$ cat src/rtl/pending_encoder_pkg.sv
// Shared constants, state encoding and helpers for the pending encoder.
package pending_encoder_pkg;

    localparam int N = 8;
    localparam int W = 3;

    typedef enum logic {
        IDLE = 1'b0,
        SCAN = 1'b1
    } state_t;

    // True when exactly one bit of v is set: nonzero and v & (v-1) clears it.
    function automatic logic onehot_count_is_one(input logic [N-1:0] v);
        return (v != '0) && ((v & (v - N'(1))) == '0);
    endfunction

endpackage

$ cat src/rtl/lsb_prio_enc_8x3.sv
// Combinational priority encoder: index of the lowest set bit, bit 0 highest priority.
import pending_encoder_pkg::*;

module lsb_prio_enc_8x3 (
    input  logic [N-1:0] vec,
    output logic [W-1:0] code,
    output logic         any
);

    always_comb begin
        code = '0;
        any  = |vec;
        // Walk downward so the lowest set bit is the last one written.
        for (int i = N - 1; i >= 0; i--) begin
            if (vec[i]) begin
                code = W'(i);
            end
        end
    end

endmodule

$ cat src/rtl/pending_encoder_8x3.sv
// Captures a request vector and drains it as binary codes, lowest index first.
// Define PENDING_ENCODER_MERGE_EN to accept and OR new requests while scanning.
import pending_encoder_pkg::*;

module pending_encoder_8x3 (
    input  logic         clk,
    input  logic         rst,
    input  logic [N-1:0] req_in,
    input  logic         req_valid,
    output logic         req_ready,
    output logic [W-1:0] code_out,
    output logic         code_valid,
    input  logic         code_ready,
    output logic         code_last,
    output logic [N-1:0] pending,
    output logic         busy
);

    state_t         state;
    state_t         state_next;
    logic [N-1:0]   pending_next;
    logic [N-1:0]   clear_mask;
    logic [N-1:0]   merge_mask;
    logic [W-1:0]   enc_code;
    logic           enc_any;
    logic           accept;
    logic           handshake;

    lsb_prio_enc_8x3 u_enc (
        .vec  (pending),
        .code (enc_code),
        .any  (enc_any)
    );

    always_ff @(posedge clk) begin
        if (rst) begin
            state   <= IDLE;
            pending <= '0;
        end else begin
            state   <= state_next;
            pending <= pending_next;
        end
    end

`ifdef PENDING_ENCODER_MERGE_EN
    assign req_ready = 1'b1;
`else
    assign req_ready = (state == IDLE);
`endif

    assign busy       = (state == SCAN);
    assign code_valid = (state == SCAN) && enc_any;
    assign code_out   = (state == SCAN) ? enc_code : '0;
    assign code_last  = (state == SCAN) && onehot_count_is_one(pending);

    assign accept    = req_valid && req_ready;
    assign handshake = code_valid && code_ready;

    // In the base build acceptance only happens in IDLE where pending is empty,
    // so one update rule covers both capture and merge; set wins over clear.
    always_comb begin
        clear_mask   = '0;
        merge_mask   = '0;
        if (handshake) begin
            clear_mask = N'(1) << enc_code;
        end
        if (accept) begin
            merge_mask = req_in;
        end
        pending_next = (pending & ~clear_mask) | merge_mask;
        state_next   = (pending_next != '0) ? SCAN : IDLE;
    end

endmodule

$ cat config.mk
export PLATFORM = sky130hd
export DESIGN_NAME = pending_encoder_8x3
export DESIGN_NICKNAME = d
export VERILOG_FILES = /design/src/rtl/pending_encoder_pkg.sv /design/src/rtl/lsb_prio_enc_8x3.sv /design/src/rtl/pending_encoder_8x3.sv
export SDC_FILE = /design/constraint.sdc
export NUM_CORES = 1
export LEC_CHECK = 0
export CAP_MARGIN = 0
export CORE_UTILIZATION = 42
export CTS_CLUSTER_DIAMETER = 200
export DETAILED_ROUTE_END_ITERATION = 10
export GPL_ROUTABILITY_DRIVEN = 0
export PLACE_DENSITY = 0.81
export RECOVER_POWER = 50
export SLEW_MARGIN = 20
export SYNTH_ARGS = -nofsm -noshare
export SYNTH_HDL_FRONTEND = slang
export SYNTH_SLANG_ARGS = --single-unit
$ cat constraint.sdc
create_clock -name clk -period 3.81 [get_ports clk]
set_input_delay 0.9525 -clock clk [delete_from_list [all_inputs] [get_ports clk]]
set_output_delay 0.9525 -clock clk [all_outputs]
set_load 0.01 [all_outputs]
# --- Word-level counts from Yosys, hierarchy flattened ---
# Index checks and enable logic that the tools add are counted.
totals:
  register_bits: 9
  input_bits: 12
  elab_cells: 30
op_classes:
  add_sub_neg: 1
  shifts: 1
  mux: 12
  n_bitwise: 5
  reduce_logical: 9
op_table:
  columns: ["operator", "n"]
  rows:
  - ["$mux 3", 9]
  - ["$and 8x8->8", 2]
  - ["$mux 8", 2]
  - ["$reduce_bool 8->1", 2]
  - ["$logic_not 8->1", 1]
  - ["$not 8->8", 1]
  - ["$or 8x8->8", 1]
  - ["$reduce_or 8->1", 1]
  - ["$shl 1x3->8 const A", 1]
  - ["$sub 8x1->8 const B", 1]
  - ["$logic_and 1x1->1", 5]
  - ["$mux 1", 1]
  - ["$not 1->1", 1]

# --- Longest topological paths before layout ---
depth:
  depth_word: 15
  depth_mapped: 5
  ltp_nobuf: 4

# --- Modules after synthesis ---
# Synthesis repeated with hierarchy kept, for this count alone.
unflattened:
  cells_unflattened: 82
  area_unflattened_um2: 648.1
by_module_without_submodules:
  columns: ["mod", "instances", "cells_per_inst", "area_per_inst_um2"]
  rows:
  - ["pending_encoder_8x3", 1, 69, 566.8]
  - ["lsb_prio_enc_8x3", 1, 13, 81.3]

# --- Worst setup path before layout ---
# Ideal clock, no wire load.
synth_timing:
  path_type: "register -> output"
  from: "register pending[0]"
  to: "output code_last"
  arrival_time_ns: 1.565
  required_ns: 2.858
  path_slack_ns: 1.293
  path_stages_with_launch: 5
  cell_sequence: "dfxtp_1 -> or4_4 -> maj3_2 -> o32ai_1 -> and4_1"
synth_between:
  elab_chain_cells: 5
  word_cells_on_any_way: 6
  classes_between: "add/sub: 1; bitwise: 1; reduce/logical: 4"
synth_rtl:
  columns: ["item", "line_no", "text"]
  rows:
  - ["start: declaration", "pending_encoder_8x3.sv:15", "output logic [N-1:0] pending,"]
  - ["start signal: assignment", "pending_encoder_8x3.sv:41", "pending <= pending_next;"]
  - ["$sub 8x1->8", "pending_encoder_pkg.sv:14", "return (v != '0) && ((v & (v - N'(1))) == '0);"]
  - ["$and 8x8->8", "pending_encoder_pkg.sv:14", null]
  - ["$logic_not 8->1", "pending_encoder_pkg.sv:14", null]
  - ["$logic_and 1x1->1 *", "pending_encoder_pkg.sv:14", null]
  - ["$logic_and 1x1->1 *", "pending_encoder_8x3.sv:54", "assign code_last = (state == SCAN) && onehot_count_is_one(pending);"]
  - ["end: declaration", "pending_encoder_8x3.sv:14", "output logic code_last,"]
# Every way passes the cells marked *; elsewhere a longest branch is shown, timed or not.

# --- Worst setup path after layout ---
# Ends and elaborated chain as after synthesis.

==> flow_summary.ini <==
[critical_path]
worst_path_max_delay_cell = or4_4
max_stage_delay_ns = 0.57
worst_setup_path_end_kind = primary output
crit_arrival_ns = 2.37
path_class = reg -> out
worstSetupStartpointType = register
cp_max_fo = 10
required_ns = 2.86
worstPathCellList = or4_4 > maj3_2 > o32ai_1 > and4_1 > clkdlybuf4s50_1

[timing]
skew_ns = 0.004535
rsz0062_at_grt = false
tns_ns = 0
drv_slew = 0
hold_ws_ns = 0.5913
max_slew_margin = 0.6272
final-setup-viol-count = 0
fin_crit_sh = 0.8714
fin_crit_ns = 3.320
hold_viol_final = 0
max_freq_mhz = 301.2
tightest_slew_ns = 0.5580

[route]
drtIter0Drc = 22
viasPerCell = 5.705
post_drt_wl_per_cell_um = 13.25
dr.pass1.iters = 4
drc_errors = 0
vias = 696
wl_um = 1616
ant_nets = 0

[power]
p_seq_frac = 0.385
power_switching_mw = 0.09880
p_leak_nw = 0.3317
powerDensity_nw_per_um2 = 349.5
finalPower_mw = 0.3057
ir_drop_uv = 229.1
swShare = 0.3232
p_clk_frac = 0.238
p_comb_frac = 0.377
internal_power_mw = 0.2069

[global_route]
grt_pass1_wl_um = 2352
grt_max_degree = 12
antenna_found_initial = 0
use_met2 = 0.3833
gr-total-overflow = 0
use_met1 = 0.2753
use_met3 = 0.02273
grt_use_total = 0.2324
first_global_vias = 584
grt-busiest-layer = met2

[cells_and_area]
fillers = 133
nNetsFinal = 120
finalNonFillerCells = 122
drive_gt1_frac = 0.07477
area_delta_synth_final_pct = 49.68
antenna_cells = 0

[synth]
synth_fa_ha_area_frac = 0.01927
netlist_instances = 81
synth.distinct_cells = 32
synth.area.mux_share = 0
seq_area_frac_synth = 0.3084
syn_avg_cell_area_sq_um = 7.214
synth_compound_area_frac = 0.2848
ys_warn_count = 0
synthesis.nets = 93
synth-xor-area-share = 0
synthSimpleGateAreaFrac = 0.3298
synthesis.area_sq_um = 584.3
synth-seq-cells = 9
synth_top_family_by_area = simple AND/OR/NAND/NOR gates

[floorplan]
die_y_um = 39.30
dieArea_sq_um = 1544
initial_core_util = 0.4490
dieWidth_um = 39.30
ios = 27
rows = 13
core_area_sq_um = 1301

[place]
dp.cells = 118
dpl.hpwl_um = 1183
port_buffers = 26

[cts]
cts_inserted_buffers = 3
clockBufferDepth = 2
cts-root-buf = clkbuf_4
path_clk_slew_ns = 0.06
holdBufCountCts = 0
htreeDepth = 1
cts_resized = 0
post_cts.repair.setup_buffers = 0
cts_tree = built
clkLatencyLatePin_ns = 0.26
clock_sinks = 9

[outcome]
outcome = complete, no violations

[run]
maxCapViolCount = 0

[min_path]
hold_path.class = reg -> reg
-- worst max-delay path, delay by kind of cell, from the launching register on --
kind | cells | cell delay [ns]
adders and majority gates | 1 | 0.31
buffers and inverters | 1 | 0.53
DFF | 1 | 0.39
and+or+nand+nor | 2 | 0.77
AOI/OAI and AO/OA | 1 | 0.11
-- final timing paths --
path | from | endpoint | slack [ns] | cells after the start
max | pending[0] | code_last | 0.49 | 5
min | pending[3] | pending[3] | 0.59 | 2
max reg2reg | busy | busy | 2.16 | 4
min reg2reg | pending[3] | pending[3] | 0.59 | 2
-- stage by stage --
step | utilization | instance area [sq um] | setup WS (ns)
floorplan | - | 584.3 | 1.293
global placement | 0.6519 | 848.3 | 0.8243
detailed placement | 0.6519 | 848.3 | 0.7737
CTS | 0.6721 | 874.6 | 0.4848
global route | 0.6721 | 874.6 | 0.3859
finish | 0.6721 | 874.6 | 0.4898
-- placed cells by master, fill, tap and decap left out --
| master | netlist | layout |
|---|---|---|
| dlygate4sd3_1 | 0 | 5 |
| nor2_1 | 13 | 13 |
| nand3b_1 | 1 | 1 |
| o22ai_1 | 1 | 1 |
| or2_2 | 1 | 1 |
| inv_1 | 5 | 5 |
| maj3_2 | 1 | 1 |
| a2111oi_0 | 1 | 1 |
| o32ai_1 | 1 | 1 |
| and4bb_2 | 1 | 1 |
| a21boi_0 | 1 | 1 |
| clkbuf_1 | 3 | 1 |
| or4_4 | 1 | 1 |
| nor4_1 | 3 | 3 |
| a21bo_2 | 1 | 1 |
| a41o_1 | 1 | 1 |
| a21oi_1 | 7 | 7 |
| and4_1 | 1 | 1 |
| o21bai_1 | 1 | 1 |
| nor2b_1 | 4 | 4 |
| clkbuf_4 | 0 | 3 |
| dfxtp_1 | 9 | 9 |
| clkdlybuf4s50_1 | 0 | 21 |
| a22o_1 | 1 | 1 |
| o21ai_0 | 5 | 5 |
| nand3_1 | 1 | 1 |
| a22oi_1 | 2 | 2 |
| o211ai_1 | 1 | 1 |
| or4_1 | 1 | 1 |
| nand2_1 | 8 | 8 |
| a41oi_1 | 1 | 1 |
| o31ai_1 | 1 | 1 |
| nand2b_1 | 1 | 1 |
| nor3_1 | 1 | 1 |
-- cell usage after synthesis --
cell	n	area, sq um
nor2_1	13	48.80
dfxtp_1	9	180.2
nand2_1	8	30.03
a21oi_1	7	35.03
inv_1	5	18.77
o21ai_0	5	25.02
nor2b_1	4	25.02
clkbuf_1	3	11.26
nor4_1	3	18.77
a22oi_1	2	15.01
a2111oi_0	1	8.760
a21bo_2	1	10.01
a21boi_0	1	7.510
a22o_1	1	8.760
a41o_1	1	10.01
a41oi_1	1	8.760
and4_1	1	8.760
and4bb_2	1	12.51
buf_1	1	3.750
maj3_2	1	11.26
nand2b_1	1	6.260
nand3_1	1	5.000
nand3b_1	1	7.510
nor3_1	1	5.000
o211ai_1	1	7.510
o21bai_1	1	7.510
o22ai_1	1	6.260
o31ai_1	1	7.510
o32ai_1	1	8.760
or2_2	1	6.260
or4_1	1	7.510
or4_4	1	11.26
-- sequential cells by signal (all words and copies together) (netlist names) --
name and flops:
pending 8, busy 1
-- per-layer routing --
metal	share of wire	vias to the layer above
met5	0	-
met4	0.015	0
met3	0.064	6
met2	0.47	32
met1	0.45	310
li1	-	348
-- final cells by class --
cell class,instances,area (sq um),area share
Tap cell,15,18.77,0.02146
Timing Repair Buffer,26,260.3,0.2976
Inverter,5,18.77,0.02146
Sequential cell,9,180.2,0.2060
Clock buffer,4,26.28,0.03004
Multi-Input combinational cell,63,370.4,0.4235
-- kinds of logic after synthesis --
kind of cell    after synthesis
fa+ha+maj                     1
flops                         9
compound gates               25
simple gates                 37
buf+inv                       9
-- power by group through the flow --
stage          logic (mW)  registers, mW  clock network [mW]
5_1_grt             0.126          0.119              0.0771
3_3_place_gp        0.114          0.119                   0
6_report            0.115          0.118              0.0728
2_1_floorplan      0.0614          0.117                   0
3_5_place_dp        0.115          0.119                   0
4_1_cts             0.116          0.117              0.0746
(Power assumes the default switching activity.)
